`src/rtl/twotoone_demux_stream.sv`:
```
// Registered 1-to-2 stream demultiplexer with a one-entry valid/ready register per output.
// Define DEMUX_CNT_EN to add per-output delivery counters (cnt0/cnt1).
module twotoone_demux_stream #(
    parameter int unsigned DATA_W  = 7
`ifdef DEMUX_CNT_EN
    ,
    parameter int unsigned COUNT_W = 8
`endif
) (
    input  logic              clk,
    input  logic              rst,
    input  logic [DATA_W-1:0] in_data,
    input  logic              s,
    input  logic              in_valid,
    output logic              in_ready,
    output logic [DATA_W-1:0] out0_data,
    output logic              out0_valid,
    input  logic              out0_ready,
    output logic [DATA_W-1:0] out1_data,
    output logic              out1_valid,
    input  logic              out1_ready
`ifdef DEMUX_CNT_EN
    ,
    output logic [COUNT_W-1:0] cnt0,
    output logic [COUNT_W-1:0] cnt1
`endif
);

    typedef enum logic {
        S_EMPTY = 1'b0,
        S_FULL  = 1'b1
    } state_t;

    state_t            r_st0, r_st1;
    state_t            w_st0_nxt, w_st1_nxt;
    logic [DATA_W-1:0] r_data0, r_data1;
    logic              w_load0, w_load1;
    logic              w_room0, w_room1;

    assign out0_valid = (r_st0 == S_FULL);
    assign out1_valid = (r_st1 == S_FULL);
    assign out0_data  = r_data0;
    assign out1_data  = r_data1;

    // A slot can take a word if it is empty or its current word leaves this cycle.
    assign w_room0  = ~out0_valid | out0_ready;
    assign w_room1  = ~out1_valid | out1_ready;
    assign in_ready = ~rst & (s ? w_room1 : w_room0);
    assign w_load0  = in_valid & in_ready & ~s;
    assign w_load1  = in_valid & in_ready & s;

    always_comb begin
        w_st0_nxt = r_st0;
        w_st1_nxt = r_st1;
        if (r_st0 == S_EMPTY) begin
            if (w_load0) w_st0_nxt = S_FULL;
        end else if (out0_ready && !w_load0) begin
            w_st0_nxt = S_EMPTY;
        end
        if (r_st1 == S_EMPTY) begin
            if (w_load1) w_st1_nxt = S_FULL;
        end else if (out1_ready && !w_load1) begin
            w_st1_nxt = S_EMPTY;
        end
    end

    always_ff @(posedge clk) begin
        if (rst) begin
            r_st0   <= S_EMPTY;
            r_st1   <= S_EMPTY;
            r_data0 <= '0;
            r_data1 <= '0;
        end else begin
            r_st0 <= w_st0_nxt;
            r_st1 <= w_st1_nxt;
            if (w_load0) r_data0 <= in_data;
            if (w_load1) r_data1 <= in_data;
        end
    end

`ifdef DEMUX_CNT_EN
    logic [COUNT_W-1:0] r_cnt0, r_cnt1;

    assign cnt0 = r_cnt0;
    assign cnt1 = r_cnt1;

    always_ff @(posedge clk) begin
        if (rst) begin
            r_cnt0 <= '0;
            r_cnt1 <= '0;
        end else begin
            if (out0_valid && out0_ready) r_cnt0 <= r_cnt0 + 1'b1;
            if (out1_valid && out1_ready) r_cnt1 <= r_cnt1 + 1'b1;
        end
    end
`endif

endmodule

```
`config.mk`:
```
export PLATFORM = sky130hd
export DESIGN_NAME = twotoone_demux_stream
export DESIGN_NICKNAME = d
export VERILOG_FILES = /design/src/rtl/twotoone_demux_stream.sv
export SDC_FILE = /design/constraint.sdc
export NUM_CORES = 1
export LEC_CHECK = 0
export ABC_AREA = 0
export CAP_MARGIN = 20
export CELL_PAD_IN_SITES_DETAIL_PLACEMENT = 0
export CELL_PAD_IN_SITES_GLOBAL_PLACEMENT = 2
export CORE_AREA = 2 2 49 51
export CTS_CLUSTER_DIAMETER = 150
export DETAILED_ROUTE_END_ITERATION = 12
export DIE_AREA = 0 0 51 53
export DONT_BUFFER_PORTS = 1
export GPL_ROUTABILITY_DRIVEN = 0
export MAX_ROUTING_LAYER = met4
export PLACE_DENSITY = 0.82
export SYNTH_ARGS = -nofsm -noshare
export SYNTH_HDL_FRONTEND = slang
export SYNTH_SLANG_ARGS = --single-unit
```
`constraint.sdc`:
```
create_clock -name clk -period 1.4 [get_ports clk]
set_input_delay 0.28 -clock clk [delete_from_list [all_inputs] [get_ports clk]]
set_output_delay 0.28 -clock clk [all_outputs]
set_load 0.01 [all_outputs]
```
* After elaboration in Yosys (flattened, before gate mapping) *
Cells that the tools add are included.

cells by class
  reduce and logical (&&, ||, !) cells = 4
  bitwise operators = 10
  $add $sub $neg = 0
  muxes and demuxes = 7
  shifts and indexed selects = 0
  equal/unequal tests = 0
  divide/modulo/power cells = 0
  multiply operators = 0
  magnitude comparators = 0

operators by type and width
  operator           number
  $mux 1             7
  $and 1x1->1        4
  $not 1->1          4
  $logic_and 1x1->1  2
  $logic_not 1->1    2
  $or 1x1->1         2

word-level totals
  input port bits = 13
  bits in writable memories = 0
  ROM bits = 0
  memories = 0
  output and inout bits = 17
  latch bits = 0
  register bits = 16

* Logic depth before layout (Yosys ltp) *
  depth after elaboration = 10
  depth in mapped cells = 6
  gate-level depth less buffers = 3

* Worst setup path after synthesis *
OpenSTA, ideal clock, no wires.

  kind = input to output
  start point = input port rst
  end point = output port in_ready
  slack = 0.219 ns
  buffers on the path = 2
  data required time = 1.120 ns
  arrival time = 0.901 ns
  stages = 3
  cells stage by stage = buf_6 clkbuf_1 a211oi_1

on the way
  word-level cells in the longest chain between the ends = 2

ends and longest elaborated chain
  what                RTL line  source
  start: declaration  11        input logic rst,
  $not 1->1           48        assign in_ready = ~rst & (s ? w_room1 : w_room0);
  $and 1x1->1         48
  end: declaration    15        output logic in_ready,

No other way between the ends.

* Final worst setup path *
  start point = register r_st1 (netlist: out1_valid)
  end point = output port in_ready

on the way
  word-level cells in the longest chain between the ends = 4

ends and longest elaborated chain
  what                      RTL line  source
  start: declaration        34        state_t r_st0, r_st1;
  start signal: assignment  75        r_st1 <= w_st1_nxt;
  $not 1->1                 -
  $or 1x1->1                47        assign w_room1 = ~out1_valid | out1_ready;
  $mux 1                    48
  $and 1x1->1               48

No other way between the ends.

==> summary.txt <==
Logic synthesis
  – Register area share after synthesis: ~45%
  – Syn nets: 80
  – Yosys top cell by area: dfxtp_1
  – Synth warn: 0
  – Synth Cell Area: between 700 and 800 um^2
  – Top post-synthesis cells by area: dfxtp_1 (45%), mux2_2 (11%), a31o_1 (8.5%)
  – #FFs+latches synth: 16
  – Syn avg cell area: ~11 um^2
  – Yosys top cell area share: about 45%
  – Synth cell types: 15
  – Post-Synthesis Cells: 67

Die
  – Die height: around 53 um
  – Boundary pin count: 30
  – FP Rows: 17
  – Core area: between 0.002 and 0.0025 mm^2
  – Die W: around 50 um
  – Die area: 0.00270 mm^2
  – Initial core utilization: approximately a third

Clocking
  – CTS clock-pin slew for the worst setup and hold paths: 90 ps
  – Worst skew pair latency: 280 ps
  – Clock Sinks: 16
  – CTS tree: yes
  – TritonCTS buffer count: 3
  – Htree depth: 1
  – CTS Root Cell: clkbuf_4
  – Clock buffer depth: 2

Layout
  – Ratio of cells with drive above 1 in the final layout: between 20 and 30%
  – Most frequent cells in the layout: dfxtp_1 (15), nand2b_1 (9), a31o_1 (7), nor2b_1 (7), mux2_2 (7)
  – Layout area overhead: 6.27%
  – Fill cell count: ~220
  – Multi-input gate area: 353 um^2
  – Fin util: 35.5%
  – FF+latch area: 324 um^2
  – Commonest non-fill, non-tap cell in the layout: dfxtp_1
  – Nets: around 80
  – Post-route insts no fill: 96
  – Antenna diodes: 0

Detailed routing
  – Detailed Routing Iterations Pass 1: 4
  – Avg WL per Cell: 14.1 um
  – Via density: about 4.8
  – Detailed-route wire length: 1.36 mm
  – Initial DRC count: 11
  – Vias: ~460
  – DRT antenna net count: 0
  – DRC Markers: 0

STA
  – Clock Skew: approximately 5 ps
  – Hold WS: around 61 ps
  – Worst Tran Pin Value: 512 ps
  – Final max-slew violation count: 0
  – Final hold viol count: 0
  – Final cycle utilization of the critical path: roughly 95%
  – Unrepaired setup endpoints after global routing: false
  – Final setup vio count: 0
  – Rel. slew slack: between 60% and 70%
  – Post-route setup TNS: 0 ps
  – Fmax: 749 MHz
  – Clock period minus worst slack: between 1000 and 1500 ps

GRT
  – Tot GR Track Use: a little under an eighth
  – Global-route wire length before repair: roughly 2.2 mm
  – Largest net degree at the start of global routing: 20
  – Initial antenna violation count: 0
  – Vias in the first global route: between 400 and 500
  – Gr ovfl total: 0

Place
  – Placed Instances: 91
  – IO buf count: 0
  – HPWL after DPL: a little under 1 mm

Worst setup path
  – Data arrival, critical path: about 1100 ps
  – Flop2flop setup slack: ~150 ps
  – Crit end category: primary output
  – CP max FO: 3
  – CP Launch Type: register
  – CP required: between 1000 and 1500 ps
  – Kind of critical path: reg -> out

Power
  – Leak: roughly 0.29 nW
  – Total power: around 0.87 mW
  – Pwr/cell area: 1140 mW/mm^2
  – VDD IR max: 0.000434 V

Run status
  – Status: completed

Min path
  – Worst Hold Class: in -> reg

Flow run
  – Maxcap violations: 0
## critical path: stages (launching register included)
cell and delay [ps]:
dfxtp_4 370, nor2b_4 130, a211oi_2 280
## worst paths after layout
path / startpoint / end / cells after the start
worst max-delay path: out1_valid$_SDFF_PP0_ / in_ready / 2
worst min register to register: out1_valid$_SDFF_PP0_ / out1_valid$_SDFF_PP0_ / 3
worst max register to register: out0_valid$_SDFF_PP0_ / out0_data[5]$_SDFFE_PP0P_ / 4
worst min-delay path: rst / out1_valid$_SDFF_PP0_ / 1
## what timing repair did
item                                    CTS  global route
endpoints found under the hold margin     0             0
endpoints found under the setup margin    1             1
setup buffers                             0             1
gates resized for setup                   1             4
pin swaps                                 0             1
hold buffers                              0             0
## cell usage after synthesis
cell      instances
nand2b_1          9
a21oi_2           2
a21oi_1           6
nor2_1            3
mux2_2            7
a31o_1            7
dfxtp_1          16
nor2b_1           8
and3b_1           1
nand2_2           1
a211oi_1          1
nor3b_2           1
clkbuf_1          1
buf_6             3
buf_12            1
## kinds of logic (layout without fill, tap and decap cells)
family / after synthesis / in the layout / share of synthesized area, %
buffers and inverters: 5 / 6 / 8.01
AND/OR/NAND/NOR: 23 / 23 / 20.2
multiplexers: 7 / 7 / 11.0
flip-flops: 16 / 16 / 44.6
AO/OA/AOI/OAI: 16 / 16 / 16.2
## metal layers
metal | up-vias | track usage, % | part of all wire [%]
met4 | 0 | 9.46 | 2.0
li1 | 235 | - | -
met3 | 2 | 5.65 | 9.1
met5 | - | - | 0
met1 | 208 | 13.0 | 41
met2 | 11 | 16.0 | 48
## metrics by stage
step           setup WS [ps]  cell area, um^2
2_1_floorplan            219              718
3_3_place_gp             229              703
3_5_place_dp             232              703
4_1_cts                 9.55              744
5_1_grt                 14.3              763
6_report                65.6              763
## layout make-up
type / instances / share of cell area [%]
multi-input cells: 46 / 46.2
flip-flops and latches: 16 / 42.5
clock buffers: 4 / 4.75
well taps: 28 / 4.59
repair buffers: 2 / 1.97
## where the power goes
group          leakage [nW]  internal, mW  switching [mW]  total [mW]
Clock                0.0210         0.158           0.142       0.300
Sequential            0.132         0.479          0.0270       0.506
Combinational         0.134        0.0373          0.0237      0.0610
## flip-flops by register name, indices dropped and copies added, names as in the netlist
name,flops
out0_data,7
out0_valid,1
out1_data,7
out1_valid,1
(Power assumes the default switching activity.)
